**src/rtl/seg_dma_writer_if.sv**
```systemverilog
// rtl/seg_dma_writer_if.sv - DMA write port bundle between the segment writer and memory
interface seg_dma_writer_if #(
  parameter int ADDR_WIDTH = 64,
  parameter int DATA_WIDTH = 512
);
  logic                  dma_wr_full;
  logic                  dma_wr_en;
  logic [ADDR_WIDTH-1:0] dma_wr_addr;
  logic [DATA_WIDTH-1:0] dma_wr_data;
  logic                  dma_wr_resp;

  // Writer side: issues requests, observes backpressure and completions
  modport master (
    input  dma_wr_full,
    input  dma_wr_resp,
    output dma_wr_en,
    output dma_wr_addr,
    output dma_wr_data
  );

  // Memory side: accepts requests, returns completions
  modport slave (
    output dma_wr_full,
    output dma_wr_resp,
    input  dma_wr_en,
    input  dma_wr_addr,
    input  dma_wr_data
  );
endinterface

```
**src/rtl/seg_dma_writer.sv**
```systemverilog
// rtl/seg_dma_writer.sv - writes a self-describing pattern into four memory segments and counts completions
module seg_dma_writer #(
  parameter int ADDR_WIDTH = 64,
  parameter int DATA_WIDTH = 512,
  parameter int SEG_LINES  = 16,
  parameter int LINE_BYTES = 64
) (
  input  logic                  clk,
  input  logic                  rst,
  input  logic [ADDR_WIDTH-1:0] wr_addr_s0,
  input  logic [ADDR_WIDTH-1:0] wr_addr_s1,
  input  logic [ADDR_WIDTH-1:0] wr_addr_s2,
  input  logic [ADDR_WIDTH-1:0] wr_addr_s3,
  input  logic                  go,
  output logic                  done,
  output logic [ADDR_WIDTH-1:0] cv_value,
  seg_dma_writer_if.master      dma
);

  localparam int REPL  = DATA_WIDTH / ADDR_WIDTH;
  localparam int TOTAL = 4 * SEG_LINES;

  typedef enum logic [1:0] {
    S_IDLE  = 2'd0,
    S_WRITE = 2'd1,
    S_DRAIN = 2'd2,
    S_DONE  = 2'd3
  } state_t;

  state_t                state;
  logic [ADDR_WIDTH-1:0] seg_base [4];
  logic [1:0]            seg;
  logic [31:0]           line;
  logic [31:0]           issued;
  logic [ADDR_WIDTH-1:0] cur_addr;

  // Address of the next line to issue; wraps naturally at 2^ADDR_WIDTH
  always_comb begin
    cur_addr = seg_base[seg] + ADDR_WIDTH'(line) * ADDR_WIDTH'(LINE_BYTES);
  end

  // Control FSM with registered request outputs and completion counter
  always_ff @(posedge clk or negedge rst) begin
    if (!rst) begin
      state           <= S_IDLE;
      done            <= 1'b0;
      cv_value        <= '0;
      seg             <= '0;
      line            <= '0;
      issued          <= '0;
      seg_base[0]     <= '0;
      seg_base[1]     <= '0;
      seg_base[2]     <= '0;
      seg_base[3]     <= '0;
      dma.dma_wr_en   <= 1'b0;
      dma.dma_wr_addr <= '0;
      dma.dma_wr_data <= '0;
    end else begin
      dma.dma_wr_en <= 1'b0;

      // Completions count everywhere but IDLE; a go below overrides with a clear
      if (dma.dma_wr_resp && state != S_IDLE) begin
        cv_value <= cv_value + 1'b1;
      end

      case (state)
        S_IDLE, S_DONE: begin
          if (go) begin
            seg_base[0] <= wr_addr_s0;
            seg_base[1] <= wr_addr_s1;
            seg_base[2] <= wr_addr_s2;
            seg_base[3] <= wr_addr_s3;
            done        <= 1'b0;
            cv_value    <= '0;
            seg         <= '0;
            line        <= '0;
            issued      <= '0;
            state       <= S_WRITE;
          end
        end

        S_WRITE: begin
          if (!dma.dma_wr_full) begin
            dma.dma_wr_en   <= 1'b1;
            dma.dma_wr_addr <= cur_addr;
            dma.dma_wr_data <= {REPL{cur_addr}};
            issued          <= issued + 1'b1;
            if (line == 32'(SEG_LINES - 1)) begin
              line <= '0;
              seg  <= seg + 1'b1;
            end else begin
              line <= line + 1'b1;
            end
            if (issued == 32'(TOTAL - 1)) begin
              state <= S_DRAIN;
            end
          end
        end

        S_DRAIN: begin
          if (cv_value == ADDR_WIDTH'(TOTAL)) begin
            done  <= 1'b1;
            state <= S_DONE;
          end
        end

        default: state <= S_IDLE;
      endcase
    end
  end

endmodule

```
**src/flat_wrapper.sv**
```systemverilog
// flat-port wrapper written by rule: the top's interface ports become plain ports
module seg_dma_writer_flat 
#(
  parameter int ADDR_WIDTH = 64,
  parameter int DATA_WIDTH = 512,
  parameter int SEG_LINES  = 16,
  parameter int LINE_BYTES = 64
)
  (clk, rst, wr_addr_s0, wr_addr_s1, wr_addr_s2, wr_addr_s3, go, done, cv_value, dma_dma_wr_full, dma_dma_wr_resp, dma_dma_wr_en, dma_dma_wr_addr, dma_dma_wr_data);
  seg_dma_writer_if #(.ADDR_WIDTH(ADDR_WIDTH), .DATA_WIDTH(DATA_WIDTH)) dma_i ();
  input  logic clk;
  input  logic rst;
  input  logic [ADDR_WIDTH-1:0] wr_addr_s0;
  input  logic [ADDR_WIDTH-1:0] wr_addr_s1;
  input  logic [ADDR_WIDTH-1:0] wr_addr_s2;
  input  logic [ADDR_WIDTH-1:0] wr_addr_s3;
  input  logic go;
  output logic done;
  output logic [ADDR_WIDTH-1:0] cv_value;
  input wire logic [$bits(dma_i.dma_wr_full)-1:0] dma_dma_wr_full;
  input wire logic [$bits(dma_i.dma_wr_resp)-1:0] dma_dma_wr_resp;
  output wire logic [$bits(dma_i.dma_wr_en)-1:0] dma_dma_wr_en;
  output wire logic [$bits(dma_i.dma_wr_addr)-1:0] dma_dma_wr_addr;
  output wire logic [$bits(dma_i.dma_wr_data)-1:0] dma_dma_wr_data;
  assign dma_i.dma_wr_full = dma_dma_wr_full;
  assign dma_i.dma_wr_resp = dma_dma_wr_resp;
  assign dma_dma_wr_en = dma_i.dma_wr_en;
  assign dma_dma_wr_addr = dma_i.dma_wr_addr;
  assign dma_dma_wr_data = dma_i.dma_wr_data;
  seg_dma_writer #(.ADDR_WIDTH(ADDR_WIDTH), .DATA_WIDTH(DATA_WIDTH), .SEG_LINES(SEG_LINES), .LINE_BYTES(LINE_BYTES)) u_core (.clk(clk), .rst(rst), .wr_addr_s0(wr_addr_s0), .wr_addr_s1(wr_addr_s1), .wr_addr_s2(wr_addr_s2), .wr_addr_s3(wr_addr_s3), .go(go), .done(done), .cv_value(cv_value), .dma(dma_i));
endmodule
```
**config.mk**
```make
export PLATFORM = sky130hd
export DESIGN_NAME = seg_dma_writer_flat
export DESIGN_NICKNAME = d
export VERILOG_FILES = /design/src/rtl/seg_dma_writer_if.sv /design/src/rtl/seg_dma_writer.sv /design/src/flat_wrapper.sv
export SDC_FILE = /design/constraint.sdc
export NUM_CORES = 1
export LEC_CHECK = 0
export CORE_AREA = 2 2 351 353
export CTS_CLUSTER_SIZE = 30
export DETAILED_ROUTE_END_ITERATION = 8
export DIE_AREA = 0 0 353 355
export SYNTH_ARGS = -nofsm -noshare
export SYNTH_HDL_FRONTEND = slang
export SYNTH_SLANG_ARGS = --single-unit
export TNS_END_PERCENT = 20
```
**constraint.sdc**
```tcl
create_clock -name clk -period 7.13 [get_ports clk]
set_input_delay 1.426 -clock clk [delete_from_list [all_inputs] [get_ports clk]]
set_output_delay 1.426 -clock clk [all_outputs]
set_load 0.05 [all_outputs]
```
==> impl_metrics.toml, run 1 <==
[timing]
rsz0062_at_grt = "no"
timing.setup.tns_ps = 0
post-route-period-util = 0.681
slew_violations = 0
clock-skew-final_ps = 17.5
slew_headroom = 0.270
fin_crit_ps = 4860
hold_viol = 0
holdWs_ps = 469
fmax_ghz = 0.206
setup_viol = 0
tightestPinTransition_ps = 1090

[synth]
synth_edf_count = 0
yosysUniqueCellTypes = 75
yosysSeqAreaShare = 0.429
yosys.area.top_type_share = 0.429
async_flop_share = 1.00
synth_seq_cells = 454
synth_top_cells_by_area = "dfrtp_1, buf_4, nand2_1"
avgSynthCellArea_um2 = 8.91
yosysWarnings = 0
syn_inst = 2970
synthFlopType = "dfrtp_1"
yosys.area.top_type = "dfrtp_1"
syn_nets = 3272
syn_area_mm2 = 0.0265

[min_path]
hold_path.class = "reg2reg"

[floorplanning]
dieWidth_um = 353
rows = 128
pin_count = 903
die-height_um = 355
initial_core_util = 0.218
dieArea_mm2 = 0.125
core-area_mm2 = 0.121

[grt]
grt_max_degree = 177
overflow = 0
antenna_found_initial = 46
grt_pass1_wl_um = 143000
grt_usage = 0.152
grt_pass1_vias = 20900

[route]
wl_met1_um = 43200
wirelength_um = 99500
top_layer = "met5"
drt-initial-drc-count = 1333
wl_per_cell_um = 20.0
drc = 0
firstDrtPassIters = 5
route.met2.wl_um = 45000
num_vias = 21100
via_per_inst = 4.24
wl_met3_um = 8410
ant_nets = 0

[placed_design]
gp_congestion = 0.885
port_buffers = 902
hpwl_um = 76100

[cts]
cts_resized = 0
clkSlewWorstSetupHoldPaths_ps = 60
tritoncts = "done"
hold_buffers = 0
ctsHtreeMaxLevel = 2
clockBufferDepth = 3
cts_buffers = 50
postCtsSetupBuffers = 0
cts_root_buffer = "clkbuf_16"
clock-sinks = 454
clkLatencyLatePin_ps = 610

[setup_path]
required_ps = 7640
crit_slowest_cell = "a211oi_2"
cp.arrival_ps = 5370
cp_max_fo = 42
cp-end-kind = "flip-flop"
slowest_delay_ps = 870
startpoint_type = "flip-flop"
path_class = "reg2reg"
worstPathCellList = "buf_4 > mux4_2 > ha_1 > inv_1 > fa_1 > nand2b_1 > a21oi_1 > nor3b_1 > o21a_1 > a211oi_2 > o2111ai_1 > xor2_1 > o21ai_0"

[power_and_ir_drop]
comb_power_share = 0.596
ir_worst_vdd_v = 0.000468
clkPwrFrac = 0.152
p_sw_mw = 10.0
switching_share = 0.534
finalPower_mw = 18.8
internal-power_mw = 8.77
seqPwrFrac = 0.252
power.density_mw_per_mm2 = 534
p_leak_nw = 15.2

[layout]
fillers = 12900
multi_input_area_mm2 = 0.0107
synthToLayoutAreaGrowth_pct = 33.2
fin_nets = 3615
final_core_utilization = 0.290
seqCellArea_mm2 = 0.0114
drive_above_1_share = 0.0585

[run]
drv_cap = 0

[outcome]
outcome = "finished, final reports clean"
==> synth_stat cells, drive strengths merged (8+ instances only) <==
cell / instances
dfrtp: 454
o211ai: 8
inv: 29
buf: 530
o31ai: 17
and3: 30
nor4: 32
a21oi: 67
nand3: 56
a31oi: 8
nand2: 946
o21ai: 114
clkbuf: 93
and4: 9
mux4: 63
a21o: 14
nand4: 36
ha: 40
nand2b: 12
a211oi: 8
or3: 24
nor2: 147
xor2: 87
nor3: 17
xnor2: 55
==> worst paths after layout <==
check,startpoint,slack (ps),cells past startpoint,to
min in group asynchronous,rst,770,1,u_core.cv_value[0]
worst max register to register,u_core.seg[1],2270,13,u_core.dma.dma_wr_data[508]
worst max-delay path,u_core.seg[1],2270,13,u_core.dma.dma_wr_data[508]
max in group asynchronous,rst,4960,2,u_core.seg[1]
worst min register to register,u_core.seg_base[108],470,2,u_core.seg_base[108]
worst min-delay path,u_core.seg_base[108],470,2,u_core.seg_base[108]
==> state kept, by name, indices dropped and copies added (netlist names) <==
register                flops
u_core.state                2
u_core.seg                  2
u_core.cv_value            64
u_core.dma.dma_wr_data     64
u_core.seg_base           256
u_core.dma.dma_wr_en        1
u_core.done                 1
u_core.issued              32
u_core.line                32
==> worst max-delay path, delay by kind of cell, from the launching register on <==
family,cells,cell delay (ps)
buffers and inverters,2,740
multiplexers,1,400
AND/OR/NAND/NOR,2,300
XOR/XNOR,1,190
AO/OA/AOI/OAI,5,1730
flip-flops,1,770
adder cells (fa/ha/maj),2,580
==> metrics by stage <==
step	std cells	area [um^2]	setup WS [ps]
3_3_place_gp	4886	33400	2300
5_1_grt	4981	35200	1910
3_5_place_dp	4886	33400	2290
2_1_floorplan	2970	26500	2960
4_1_cts	4978	35200	2270
6_report	4987	35200	2270
==> power by group through the flow <==
stage / clock, mW / combinational [mW] / sequential (mW)
final: 2.86 / 11.2 / 4.74
after global placement: 0 / 11.2 / 4.82
after CTS: 2.94 / 11.3 / 4.80
after floorplan: 0 / 8.71 / 4.63
after detailed placement: 0 / 11.3 / 4.85
after global routing: 3.04 / 11.8 / 4.91
==> kinds of logic (layout without fill, tap and decap cells) <==
group,after synthesis,count (layout),share of synthesized area
AO/OA/AOI/OAI,272,272,0.0641
XOR/XNOR,142,142,0.0470
adder cells (fa/ha/maj),41,41,0.0197
buffers and inverters,654,1037,0.168
flip-flops,454,454,0.429
multiplexers,70,70,0.0566
other,0,9,0
AND/OR/NAND/NOR,1337,1337,0.215
==> cell usage in the layout (no fill, tap or decap), types with 5 or more instances in the layout <==
master,n
nand3_1,55
nand4_1,32
xor2_1,87
a211oi_1,7
clkbuf_8,9
nand2b_1,10
and4_1,9
clkdlybuf4s50_1,901
diode_2,9
nand2_1,946
nor4_1,28
o21ai_0,106
bufinv_16,8
clkinv_2,7
a2111oi_2,5
o21ai_1,8
and3_1,30
a21oi_1,67
nor2_1,145
a31oi_1,8
dfrtp_1,452
o2111ai_1,6
ha_1,40
mux4_2,62
buf_12,6
xnor2_1,55
inv_1,29
a21o_1,13
or3_1,24
clkbuf_16,53
and2_1,6
buf_4,6
o211ai_1,8
clkbuf_1,11
o31ai_1,14
nor3_1,13
==> final cells by class <==
| cell class | instances | share of cell area |
|---|---|---|
| antenna | 9 | 0.000639 |
| timing repair buffer | 914 | 0.261 |
| multi-input combinational | 1862 | 0.303 |
| sequential | 454 | 0.323 |
| clock inverter | 19 | 0.00877 |
| inverter | 31 | 0.00330 |
| clock buffer | 73 | 0.0423 |
| tap | 1625 | 0.0577 |
==> per-layer routing <==
layer | GRT usage | up-vias
met3 | 0.0497 | 172
met5 | 0 | -
met2 | 0.243 | 742
li1 | - | 9988
met4 | 0.0410 | 66
met1 | 0.196 | 10200
No activity file was read; power rests on OpenSTA's default activity.
==> inputs of run 2 (changes only) <==
Settings changed: CORE_AREA 2 2 351 353 to 2 2 352 354, DIE_AREA 0 0 353 355 to 0 0 354 356.
Clock period 7.13 ns to 5.05 ns, I/O delays scaled along.
==> impl_metrics.toml, run 2 (same netlist as run 1, synthesis figures left out) <==
[outcome]
outcome = "finished, final reports clean"

[setup_path]
cp.arrival_ps = 4710
path_class = "reg2reg"
cp_max_fo = 28
critPathBufInv = 0
crit_slowest_cell = "dfrtp_4"
path_delay_family = "compound AO/OA/AOI/OAI gates"
worstPathCellList = "mux4_2 > ha_1 > nand4_1 > a2111o_1 > a311oi_4 > o31ai_4 > a2111oi_2 > xnor2_1 > o21ai_1"
startpoint_type = "flip-flop"
required_ps = 5530
slowest_delay_ps = 860
cp-end-kind = "flip-flop"

[timing]
rsz0062_at_grt = "no"
setup_viol = 0
holdWs_ps = 384
clock-skew-final_ps = 34.3
fmax_ghz = 0.236
tightestPinTransition_ps = 1150
fin_crit_ps = 4230
fin_ws_ps = 820
hold_viol = 0
post-route-period-util = 0.838
timing.setup.tns_ps = 0
slew_violations = 0
slew_headroom = 0.229

[cts]
clockBufferDepth = 3
tritoncts = "done"
cts_root_buffer = "clkbuf_16"
clkLatencyLatePin_ps = 630
cts_resized = 0
clkSlewWorstSetupHoldPaths_ps = 60
postCtsSetupBuffers = 0
hold_buffers = 0
cts_buffers = 54
ctsHtreeMaxLevel = 2
clock-sinks = 454

[power_and_ir_drop]
power.density_mw_per_mm2 = 749
finalPower_mw = 26.5
ir_worst_vdd_v = 0.000824
p_leak_nw = 15.3

[layout]
final_core_utilization = 0.289
fin_area_mm2 = 0.0355
drive_above_1_share = 0.0669
max_flop_register = "u_core.seg_base"
mostFrequentLayoutCells = "nand2_1, clkdlybuf4s50_1, dfrtp_1"
largest_reg_flops = 256
fin_nets = 3637
reg.largest.list = "u_core.seg_base: 256 flops, u_core.cv_value: 64 flops, u_core.dma.dma_wr_data: 64 flops"
synthToLayoutAreaGrowth_pct = 34.0
final_common_cell = "nand2_1"
instances_no_fill = 5024

[floorplanning]
pin_count = 903
dieWidth_um = 354
initial_core_util = 0.216
die-height_um = 356
core-area_mm2 = 0.123
dieArea_mm2 = 0.126
rows = 129

[grt]
met3_usage = 0.0481
grt_pass1_wl_um = 141000
use_met1 = 0.189
grt_pass1_vias = 20600
grt_busiest_layer = "met2"
grt_util_met2 = 0.244
overflow = 0
grt_max_degree = 153
grt_usage = 0.149
antenna_found_initial = 46

[route]
drt-initial-drc-count = 1285
wl_per_cell_um = 19.5
num_vias = 21300
ant_nets = 0
via_per_inst = 4.25
drc = 0
wirelength_um = 98100
firstDrtPassIters = 5

[placed_design]
placedCellCount = 4916
port_buffers = 902
gp_congestion = 0.911
hpwl_um = 75700
placed_area_mm2 = 0.0336
post-place-ws_ps = 816

[min_path]
hold_path.class = "in2async"

[run]
drv_cap = 0
## run 2: power by group
part | total, mW | internal [mW] | switching, mW
Sequential | 6.58 | 4.91 | 1.68
Combinational | 15.9 | 5.06 | 10.8
Clock | 4.10 | 2.42 | 1.68
Total | 26.5 | 12.4 | 14.2
## run 2: metal layers
layer	routed length, um	vias up
met3	8100	172
met2	45900	744
met5	420	-
li1	-	10000
met1	41400	10300
met4	2160	60
## run 2: final cells by class
| cell class | instances | area, um^2 |
|---|---|---|
| flip-flops and latches | 454 | 11400 |
| multi-input cells | 1862 | 10700 |
| fillers | 12900 | 87200 |
| repair buffers | 932 | 9330 |
| clock inverters | 23 | 280 |
| diodes | 9 | 22.5 |
| inverters | 31 | 116 |
| well taps | 1637 | 2050 |
| clock buffers | 76 | 1590 |
## run 2: worst register-to-register path, stage by stage, from the launching register on
cell and delay (ps):
dfrtp_4 860, mux4_2 700, ha_1 390, nand4_1 140, a2111o_1 500, a311oi_4 580
o31ai_4 240, a2111oi_2 430, xnor2_1 170, o21ai_1 70
## run 2: worst paths after layout
check | depth (start not counted) | slack [ps] | from | endpoint
worst max register to register | 9 | 820 | u_core.seg[0] | u_core.dma.dma_wr_data[505]
max in group asynchronous | 2 | 3550 | rst | u_core.dma.dma_wr_data[500]
worst max-delay path | 9 | 820 | u_core.seg[0] | u_core.dma.dma_wr_data[505]
worst min-delay path | 1 | 380 | rst | u_core.seg_base[181]
min in group clk | 2 | 470 | u_core.seg_base[51] | u_core.seg_base[51]
worst min register to register | 2 | 470 | u_core.seg_base[51] | u_core.seg_base[51]
